$ cat config.mk
export PLATFORM = sky130hd
export DESIGN_NAME = ibex_ex_wb_buffer
export DESIGN_NICKNAME = d
export VERILOG_FILES = /design/src/rtl/ibex_ex_wb_buffer.sv
export SDC_FILE = /design/constraint.sdc
export NUM_CORES = 1
export LEC_CHECK = 0
export BUFFER_PORTS_ARGS = -buffer_cell sky130_fd_sc_hd__buf_4
export CAP_MARGIN = 20
export CORE_ASPECT_RATIO = 1.75
export CORE_MARGIN = 8
export CORE_UTILIZATION = 55
export DETAILED_ROUTE_END_ITERATION = 6
export GPL_ROUTABILITY_DRIVEN = 1
export GPL_TIMING_DRIVEN = 0
export PLACE_DENSITY = 0.93
export SYNTH_ARGS = -nofsm -noshare
export SYNTH_HDL_FRONTEND = slang
export SYNTH_SLANG_ARGS = --single-unit
$ cat constraint.sdc
create_clock -name clk_i -period 4 [get_ports clk_i]
set_input_delay 0.6 -clock clk_i [delete_from_list [all_inputs] [get_ports clk_i]]
set_output_delay 0.6 -clock clk_i [all_outputs]
set_load 0.005 [all_outputs]
$ cat src/rtl/ibex_ex_wb_buffer.sv
// ibex_ex_wb_buffer: in-order writeback FIFO between EX and the register-file
// write port. It also holds the sticky vxsat saturation flag.
// Optional feature macro: IBEX_WB_FWD_EN adds a lookup port that forwards the
// youngest pending result to ID.
module ibex_ex_wb_buffer #(
  parameter int unsigned Depth   = 2,
  parameter bit          VxsatEn = 1'b1
) (
  input  logic        clk_i,
  input  logic        rst_ni,
  input  logic        ex_valid_i,
  output logic        ex_ready_o,
  input  logic [31:0] ex_result_i,
  input  logic [4:0]  ex_rd_addr_i,
  input  logic        ex_rd_we_i,
  input  logic        ex_vxsat_set_i,
  input  logic        flush_i,
  output logic        rf_we_o,
  output logic [4:0]  rf_waddr_o,
  output logic [31:0] rf_wdata_o,
  input  logic        rf_ready_i,
  output logic        busy_o,
  input  logic        vxsat_we_i,
  input  logic        vxsat_wdata_i,
  output logic        vxsat_o
`ifdef IBEX_WB_FWD_EN
  ,
  input  logic [4:0]  fwd_raddr_i,
  output logic        fwd_hit_o,
  output logic [31:0] fwd_data_o
`endif
);

  localparam int unsigned PtrW = (Depth > 1) ? $clog2(Depth) : 1;
  localparam int unsigned CntW = $clog2(Depth + 1);

  logic [31:0]     data_q  [Depth];
  logic [4:0]      addr_q  [Depth];
  logic [Depth-1:0] valid_q;
  logic [PtrW-1:0] wr_ptr_q;
  logic [PtrW-1:0] rd_ptr_q;
  logic [CntW-1:0] count_q;

  logic accept;
  logic push;
  logic pop;

  // Pointer advance with wrap at Depth; a single-entry buffer never moves.
  function automatic logic [PtrW-1:0] ptr_inc(input logic [PtrW-1:0] p);
    if (Depth == 1) return '0;
    return (p == PtrW'(Depth - 1)) ? '0 : p + PtrW'(1);
  endfunction

  // Readiness comes from registered occupancy only, so a full buffer refuses
  // a push even when the head drains in the same cycle.
  assign ex_ready_o = (count_q != CntW'(Depth));
  assign accept     = ex_valid_i & ex_ready_o;
  assign push       = accept & ex_rd_we_i & (ex_rd_addr_i != 5'd0) & ~flush_i;

  assign busy_o     = (count_q != '0);
  assign rf_we_o    = busy_o;
  assign rf_waddr_o = busy_o ? addr_q[rd_ptr_q] : 5'd0;
  assign rf_wdata_o = busy_o ? data_q[rd_ptr_q] : 32'd0;
  assign pop        = rf_we_o & rf_ready_i;

  // FIFO storage, pointers and occupancy; flush discards everything pending.
  always_ff @(posedge clk_i or negedge rst_ni) begin
    if (!rst_ni) begin
      wr_ptr_q <= '0;
      rd_ptr_q <= '0;
      count_q  <= '0;
      valid_q  <= '0;
      for (int i = 0; i < Depth; i++) begin
        data_q[i] <= '0;
        addr_q[i] <= '0;
      end
    end else if (flush_i) begin
      wr_ptr_q <= '0;
      rd_ptr_q <= '0;
      count_q  <= '0;
      valid_q  <= '0;
    end else begin
      if (push) begin
        data_q[wr_ptr_q]  <= ex_result_i;
        addr_q[wr_ptr_q]  <= ex_rd_addr_i;
        valid_q[wr_ptr_q] <= 1'b1;
        wr_ptr_q          <= ptr_inc(wr_ptr_q);
      end
      if (pop) begin
        valid_q[rd_ptr_q] <= 1'b0;
        rd_ptr_q          <= ptr_inc(rd_ptr_q);
      end
      case ({push, pop})
        2'b10:   count_q <= count_q + CntW'(1);
        2'b01:   count_q <= count_q - CntW'(1);
        default: count_q <= count_q;
      endcase
    end
  end

  if (VxsatEn) begin : g_vxsat
    logic vxsat_q;

    // Sticky saturation flag; a saturation event beats a same-cycle CSR clear.
    always_ff @(posedge clk_i or negedge rst_ni) begin
      if (!rst_ni) begin
        vxsat_q <= 1'b0;
      end else begin
        vxsat_q <= (vxsat_we_i ? vxsat_wdata_i : vxsat_q) | (accept & ex_vxsat_set_i);
      end
    end

    assign vxsat_o = vxsat_q;
  end else begin : g_no_vxsat
    assign vxsat_o = 1'b0;
  end

`ifdef IBEX_WB_FWD_EN
  logic [PtrW-1:0] fwd_idx;

  // Walk entries oldest to youngest so the last match is the youngest one.
  always_comb begin
    fwd_hit_o  = 1'b0;
    fwd_data_o = '0;
    fwd_idx    = rd_ptr_q;
    for (int i = 0; i < Depth; i++) begin
      fwd_idx = PtrW'((int'(rd_ptr_q) + i) % Depth);
      if (valid_q[fwd_idx] && (addr_q[fwd_idx] == fwd_raddr_i) && (fwd_raddr_i != 5'd0)) begin
        fwd_hit_o  = 1'b1;
        fwd_data_o = data_q[fwd_idx];
      end
    end
  end
`endif

endmodule
======== Yosys cells after proc, flatten, opt, wreduce, memory -nomap -nowiden ========
Cells that the tools add are included.
cells by class
  $lt $le $gt $ge ......................... 3
  $add $sub $neg .......................... 4
  reduce and logical (&&, ||, !) cells .... 7
  bitwise gates (word level) .............. 10
  eq/ne operators ......................... 3
  mux-type cells .......................... 23
operator list
  cell                 count
  $mux 32              5
  $bwmux 64            1
  $demux 32 s1         1
  $mux 5               5
  $bwmux 10            1
  $mux 1               7
  $and 1x1->1          6
  $reduce_bool 2->1    3
  $demux 5 s1          1
  $reduce_bool 5->1    1
  $ge 2x2->1 const B   2
  $not 1->2            2
  $pmux 2 s2           1
  $reduce_bool 3->1    1
  $add 1x1->1 const B  2
  $add 2x1->2 const B  1
  $eq 2x1->1 const B   1
  $eq 2x2->1 const B   1
  $lt 2x1->1 const B   1
  $mux 2               1
  $ne 2x2->1 const B   1
  $reduce_and 2->1     1
  $sub 2x1->2 const B  1
  $logic_and 1x1->1    1
  other kinds (2)      2
storage, ports and cells
  output and inout port bits .............. 41
  register bits after elaboration ......... 79
  bits of input ports ..................... 46
  word-level logic and storage cells ...... 58

======== Longest topological paths before layout ========
Gate-level depths: netlist of run 1.
  depth in word-level cells ............... 8
  mapped depth ............................ 6
  depth with buffers taken out ............ 5

======== Worst setup path after synthesis of run 1 ========
OpenSTA, ideal clock, no wires.
  path kind ............................... input port to flip-flop
  start point ............................. input ex_rd_addr_i[0]
  end point ............................... register data_q[48] in the netlist's numbering
  library setup time ...................... 0.125 ns
  data arrival time ....................... 2.047 ns
  data required time ...................... 3.875 ns
  path buffers ............................ 2
  cell stages on the path ................. 6
  path slack .............................. 1.828 ns
  cell sequence ........................... or4_4 o211ai_4 nor4_1 buf_6 buf_6 mux2_4
on the way
  longest elaborated chain between the ends .. 4
RTL lines
  element                         RTL line  RTL
  start: declaration              14        input logic [4:0] ex_rd_addr_i,
  $reduce_bool 5->1               58        assign push = accept & ex_rd_we_i & (ex_rd_addr_i != 5'd0) & ~flush_i;
  $and 1x1->1 (2 in a row)        58
  $reduce_and 2->1 (no line)      -
  end signal: indexed assignment  84        data_q[wr_ptr_q] <= ex_result_i;
  end: declaration                37        logic [31:0] data_q [Depth];
No other way between the ends.
A chain may end at the register's enable or synchronous reset.

======== Worst setup path after layout of run 1 ========
  start point ............................. register rd_ptr_q
  end point ............................... output rf_waddr_o[1]
on the way
  longest elaborated chain between the ends .. 5
RTL lines
  element                                    RTL line  RTL
  start: declaration                         41        logic [PtrW-1:0] rd_ptr_q;
  start signal: assignment                   91        rd_ptr_q <= ptr_inc(rd_ptr_q);
  $not 1->2 (not written as such)            62        assign rf_waddr_o = busy_o ? addr_q[rd_ptr_q] : 5'd0;
  $mux 5 (not written as such) (3 in a row)  62
  $mux 5                                     62
  end: declaration                           19        output logic [4:0] rf_waddr_o,
No other way between the ends. The select of a mux whose other input is x is not followed.

==> out/results.ini, run 1 <==
[outcome]
status=complete, no violations

[synth]
synth.most_common_cell=dfrtp_1
synth_top_family_by_area=multiplexers
seq_area_frac_synth_pct=53.8
synth_edf_count=0
synth_xor_area_share_pct=0.239
ys.flop_type=dfrtp_1
yosys.cell_types.count=25
postSynth.asyncResetShare_pct=100
yosys-top-cells-count=dfrtp_1 (79), mux2_2 (55), mux2i_1 (40), nor2_1 (40), mux2_4 (19)
synth_top_cell_by_area=dfrtp_1
yosysTopAreaCellShare_pct=53.8
synthMuxAreaShare_pct=35.5
synth_nets=317
synth_warnings=0
synthCells=271
synth_compound_area_share_pct=1.29
synthTopCellsByArea=dfrtp_1 (54%), mux2_2 (17%), mux2i_1 (11%)
synth.avg_cell_area_sq_um=13.6
synth-simple-area-share_pct=6.27
synth_seq_cells=79
syn-cell-area_sq_um=3670
synthAdderAreaFrac_pct=0

[die]
ios=87
core_sq_um=6490
start_util_pct=56.6
fp.dieH_um=124
design.die.area_sq_um=9650
rows=39
dieWidth_um=77.8

[power]
irDropWorstVdd_mv=0.366
p_leak_nw=2.20
switchingPower_mw=0.595
seq_power_share_pct=45.8
p_sw_share_pct=24.7
powerDensity_nw_per_um2=511
p_int_mw=1.82
comb_power_share_pct=21.2
power_frac_clock_pct=33.0

[setup_path]
setup.worst_path.end_class=output port
path_max_fanout=10
reg2reg_to=data_q[7]$_DFFE_PN0P_
rr_startpoint=count_q[1]$_DFFE_PN0P_
crit_required_ns=3.40
crit_arrival_ns=2.12
ff2ff_path_depth=5
rrSetupSlack_ns=1.63
startpoint_type=flop
path_class=flop to output port

[flow_run]
maxCapViolations=0

[final_layout]
nFillCells=448
synthToLayoutAreaGrowth_pct=28.3
drive_above_1_share_pct=50.1
design_area_sq_um=4710
fin_nets=414
ff_latch_area_sq_um=1980
multi_input_area_sq_um=1590
diodes=0
layout.cells.non_filler=455
final_util_pct=72.6

[routing]
drc=0
viasPerCell=5.38
drtIter0Drc=132
drtPass1Iterations=4
wl_per_cell_um=18.1
wl_um=8230
vias=2448
antenna_left=0

[timing]
min_period_ns=2.72
skew_ns=0.00636
hold_viol=0
fmax_mhz=367
relSlewSlack_pct=35.6
rsz0062_at_grt=false
worst_slew_pin_slew_ns=0.967
report.final.slew_viol_count=0
setup_violations=0
finalCritPeriodShare_pct=68.1
setup_tns_ns=0

[clocking]
clock_latency_ns=0.34
cts_root_buf=clkbuf_16
numCtsBuffers=9
cts_tree=yes
cts.sink_count=79
ctsHoldBuffers=0
cts_setup_buffers=0
ctsHtreeMaxLevel=3
cts_buffer_depth=2
path_clk_slew_ns=0.05
post_cts_resized=0

[global_routing]
grt_pass1_wl_um=13300
antenna_found_initial=0
grt_max_degree=80
grt_pass1_vias=2688
grt.overflow.total=0
grtUsageTotal_pct=18.1

[worst_hold_path]
worst_hold_path_type=input pin to async pin

[placement]
detailed_place.area_sq_um=4420
port_buffers=86
hpwl_um=5980
gp_congestion=0.827
placedCellCount=439

[area by class of cell]
type	instances	share of cell area [%]
Multi-Input combinational cell	173	33.8
Inverter	2	0.159
Clock buffer	12	5.23
Timing Repair Buffer	86	13.7
Tap cell	82	2.18
Sequential cell	79	42.0
Buffer	17	2.04
Clock inverter	4	0.956
[sequential cells by signal, indices dropped and copies added, names as in the netlist]
signal / cells
rd_ptr_q: 1
wr_ptr_q: 1
count_q: 2
addr_q: 10
vxsat_o: 1
data_q: 64
[kinds of logic after synthesis]
| kind of cell | after synthesis |
|---|---|
| multiplexers | 114 |
| AO/OA/AOI/OAI | 5 |
| AND/OR/NAND/NOR | 53 |
| flip-flops | 79 |
| buffers and inverters | 19 |
| XOR/XNOR | 1 |
[routing by layer]
layer	part of all wire [%]	GRT usage [%]
met5	0	0
met4	3.5	11.6
met3	5.1	5.92
met2	56	32.4
met1	35	17.4
[worst max path at each step]
stage | startpoint | endpoint | depth (start not counted)
final | rd_ptr_q$_DFFE_PN0P_ | rf_waddr_o[1] | 5
after global routing | rd_ptr_q$_DFFE_PN0P_ | rf_wdata_o[15] | 5
after CTS | rd_ptr_q$_DFFE_PN0P_ | rf_wdata_o[15] | 5
after detailed placement | ex_rd_addr_i[4] | data_q[9]$_DFFE_PN0P_ | 6
after global placement | ex_rd_addr_i[4] | addr_q[3]$_DFFE_PN0P_ | 6
after floorplan | ex_rd_addr_i[0] | data_q[48]$_DFFE_PN0P_ | 6
[critical path: stages, from the launching register on]
cell and delay (ns):
dfrtp_1 0.34, buf_2 0.29, buf_1 0.62, mux2i_1 0.28
nor2_1 0.09, buf_4 0.17
[metrics by stage]
step                setup WS [ns]  power (mW)  hold slack (ns)
detailed placement           1.41        1.63            0.495
CTS                          1.24        2.44            0.441
global placement             1.48        1.59            0.486
finish                       1.28        2.41            0.406
global route                 1.14        2.54            0.455
floorplan                    1.83        1.42            0.304
[cell usage in the layout, fill, tap and decap left out]
master      n
clkbuf_16   9
clkinv_2    3
bufinv_16   1
inv_1       2
or2_2       1
clkbuf_8    1
a31oi_1     1
nand2_1     4
nand2b_1    1
nor2b_1     3
or3_1       1
o211ai_4    1
dfrtp_1    79
mux2i_1    40
xor2_1      1
buf_6       3
buf_2       5
o21bai_1    1
buf_4      87
nor2_1     40
a211oi_1    1
nor4_1      1
mux2_4     19
clkbuf_1    6
mux2_2     55
nor3_2      1
buf_1       4
o21ai_0     1
or4_4       1
[power by group through the flow]
stage,Sequential [mW],Clock (mW),Combinational (mW)
2_1_floorplan,1.08,0,0.343
3_3_place_gp,1.10,0,0.495
3_5_place_dp,1.12,0,0.515
4_1_cts,1.11,0.815,0.521
5_1_grt,1.13,0.848,0.561
6_report,1.10,0.795,0.511
Note: power is estimated with default switching activity, not from simulation.
==> run 2: changes to the inputs <==
--- a/config.mk
+++ b/config.mk
@@ -5,15 +5,16 @@
 export SDC_FILE = /design/constraint.sdc
 export NUM_CORES = 1
 export LEC_CHECK = 0
+export ABC_AREA = 1
 export BUFFER_PORTS_ARGS = -buffer_cell sky130_fd_sc_hd__buf_4
 export CAP_MARGIN = 20
 export CORE_ASPECT_RATIO = 1.75
 export CORE_MARGIN = 8
-export CORE_UTILIZATION = 55
+export CORE_UTILIZATION = 49
 export DETAILED_ROUTE_END_ITERATION = 6
 export GPL_ROUTABILITY_DRIVEN = 1
 export GPL_TIMING_DRIVEN = 0
-export PLACE_DENSITY = 0.93
+export PLACE_DENSITY = 0.87
 export SYNTH_ARGS = -nofsm -noshare
 export SYNTH_HDL_FRONTEND = slang
 export SYNTH_SLANG_ARGS = --single-unit
==> constraint.sdc (replaced) <==
create_clock -name clk_i -period 2.2 [get_ports clk_i]
set_input_delay 0.33 -clock clk_i [delete_from_list [all_inputs] [get_ports clk_i]]
set_output_delay 0.33 -clock clk_i [all_outputs]
set_load 0.005 [all_outputs]
==> run 2 against run 1 <==
Compared with the run above:
- sequential power is 80% higher
- sequential share of layout area is 1.9 points lower
- flip-flop and latch count stayed put
- clock skew is 0.0022 ns lower
- non-clock buffer count is 11 higher
- register-to-register slack worse by 0.98 ns
- critical path depth is 1 higher
==> out/results.ini, run 2 <==
[setup_path]
path_class=flop to output port
path_max_fanout=10  ; unchanged
setup.worst_path.end_class=output port
startpoint_type=flop
critPathLaunch=rd_ptr_q$_DFFE_PN0P_
crit_required_ns=1.87  ; -1.53 ns
rr_startpoint=count_q[0]$_DFFE_PN0P_
crit_arrival_ns=1.73  ; -0.39 ns

[final_layout]
largest_reg_flops=64  ; unchanged
fin_nets=592  ; +43%
layout_common_cells=nand2_1 (166), buf_4 (87), dfrtp_1 (79)
drive_above_1_share_pct=33.2  ; -17 points
final_common_cell=nand2_1
design_area_sq_um=4930  ; +4.7%
top_regs=data_q (64), addr_q (10), count_q (2)
synthToLayoutAreaGrowth_pct=28.5
regMostFlops=data_q
diodes=0  ; unchanged

[clocking]
post_cts_resized=6  ; +6
cts_setup_buffers=0  ; unchanged
clock_latency_ns=0.33  ; about the same
cts_root_buf=clkbuf_16
cts_tree=yes
path_clk_slew_ns=0.05  ; about the same
numCtsBuffers=9  ; unchanged
ctsHoldBuffers=0  ; unchanged
cts_buffer_depth=2  ; unchanged
ctsHtreeMaxLevel=3  ; unchanged
cts.sink_count=79  ; unchanged

[die]
start_util_pct=49.6  ; -7.0 points
rows=43  ; +10%
dieWidth_um=82.9  ; +6.6%
ios=87  ; unchanged
design.die.area_sq_um=11000  ; +14%
core_sq_um=7750  ; +19%
fp.dieH_um=133  ; +7.3%

[synth]
seq_area_frac_synth_pct=51.5  ; -2.4 points
synth_top_cell_by_area=dfrtp_1
synth.most_common_cell=nand2_1
ys.flop_type=dfrtp_1
yosys-top-cells-count=nand2_1 (166), dfrtp_1 (79), o21ai_2 (50), inv_1 (44), a21oi_1 (39)
synthCells=449  ; +66%
synth_warnings=0  ; unchanged
synthTopCellsByArea=dfrtp_1 (51%), nand2_1 (16%), o21ai_2 (11%)
synth.avg_cell_area_sq_um=8.55  ; -37%
syn-cell-area_sq_um=3840  ; +4.6%
postSynth.asyncResetShare_pct=100  ; unchanged
yosys.cell_types.count=23  ; -8.0%
yosysTopAreaCellShare_pct=51.5  ; -2.4 points
synth_nets=495  ; +56%
synth_edf_count=0  ; unchanged
synth_seq_cells=79  ; unchanged

[timing]
worst_slack_ns=0.143  ; -1.13 ns
report.final.slew_viol_count=0  ; unchanged
rsz0062_at_grt=false
whs_ns=0.151  ; -0.255 ns
setup_tns_ns=0  ; unchanged
worst_slew_pin_slew_ns=0.992  ; +0.0255 ns
finalCritPeriodShare_pct=93.5
hold_viol=0  ; unchanged
setup_violations=0  ; unchanged
fmax_mhz=486
relSlewSlack_pct=33.9  ; -1.7 points
min_period_ns=2.06
skew_ns=0.00420  ; -0.00216 ns

[placement]
port_buffers=86  ; unchanged
dpl_worst_slack_ns=0.226  ; -1.18 ns
hpwl_um=7150  ; +20%
gp_congestion=0.829  ; +0.17%
detailed_place.area_sq_um=4600  ; +4.0%

[routing]
met1Wirelength_um=3590  ; +23%
routed.top_layer=met4
drtIter0Drc=210  ; +59%
wl_um=9840  ; +20%
dr_wl_met3_um=430  ; +2.1%
drtPass1Iterations=4  ; unchanged
wl_per_cell_um=15.3  ; -15%
drc=0  ; unchanged
wl_met2_um=5410  ; +17%
viasPerCell=5.22  ; -2.9%
vias=3347  ; +37%
antenna_left=0  ; unchanged

[power]
power_mw=4.56  ; +89%
powerDensity_nw_per_um2=925  ; +81%
p_leak_nw=2.56  ; +17%
irDropWorstVdd_mv=0.454  ; +24%

[global_routing]
grt_pass1_vias=3473  ; +29%
grt_pass1_wl_um=15900  ; +20%
grt.overflow.total=0  ; unchanged
antenna_found_initial=0  ; unchanged
grtUsageTotal_pct=17.6  ; -0.49 points
grt_max_degree=80  ; unchanged

[worst_hold_path]
worst_hold_path_type=input pin to async pin

[flow_run]
maxCapViolations=0  ; unchanged

[outcome]
status=complete, no violations

[run 2: cell count changes in the layout (fill, tap and decap cells not counted), sizes merged, moves of 4 or more]
cell,before,now
a21oi,0,39
buf,99,105
clkbuf,16,22
inv,2,47
mux2,74,0
mux2i,40,0
nand2,4,169
nand3,0,4
nor2,40,5
o21ai,1,75
[run 2: worst paths after layout]
kind | to | cells after the start | slack [ns]
worst max-delay path | rf_waddr_o[1] | 6 | 0.14
worst min-delay path | data_q[20]$_DFFE_PN0P_ | 1 | 0.15
worst max register to register | data_q[13]$_DFFE_PN0P_ | 9 | 0.65
worst min register to register | data_q[2]$_DFFE_PN0P_ | 2 | 0.48
max in group asynchronous | data_q[29]$_DFFE_PN0P_ | 1 | 1.40
min in group clk_i | vxsat_o$_DFF_PN0_ | 2 | 0.20
[run 2: critical path, cell delays in order, from the launching register on]
cell and delay [ns]:
dfrtp_1 0.37, inv_1 0.08, buf_2 0.24, clkbuf_2 0.27
nand2_1 0.07, a21oi_1 0.20, buf_4 0.15
[run 2: layout make-up]
| type | count | area (sq um) |
|---|---|---|
| fill | 660 | 2810 |
| sequential | 79 | 1980 |
| multi-input combinational | 295 | 1480 |
| timing repair buffer | 86 | 646 |
| clock buffer | 13 | 260 |
| buffer | 28 | 220 |
| inverter | 47 | 176 |
| tap | 90 | 113 |
| clock inverter | 3 | 65.1 |
[run 2: report_power, final]
| part | switching [mW] | internal (mW) |
|---|---|---|
| Sequential | 0.184 | 1.79 |
| Clock | 0.549 | 1.05 |
| Combinational | 0.536 | 0.446 |
| Total | 1.27 | 3.29 |
[run 2: cell families (layout without fill, tap and decap cells)]
group                  Yosys count  in the layout  share of synthesized area [%]
DFF                             79             79                           51.5
buffers and inverters           75            177                           10.1
AOI/OAI and AO/OA              115            115                           19.9
and+or+nand+nor                180            180                           18.5
[run 2: layer usage]
layer  global-route usage [%]  up-vias
li1                         -     1612
met1                     17.2     1603
met2                     32.4      102
met3                     3.85       30
met4                     11.1        0
met5                        0        -
[run 2: stage by stage]
| stage | utilization [%] | cells |
|---|---|---|
| final | 63.7 | 641 |
| after global routing | 63.7 | 641 |
| after CTS | 63.7 | 641 |
| after detailed placement | 59.4 | 625 |
| after global placement | 59.4 | 625 |
| after floorplan | - | 449 |
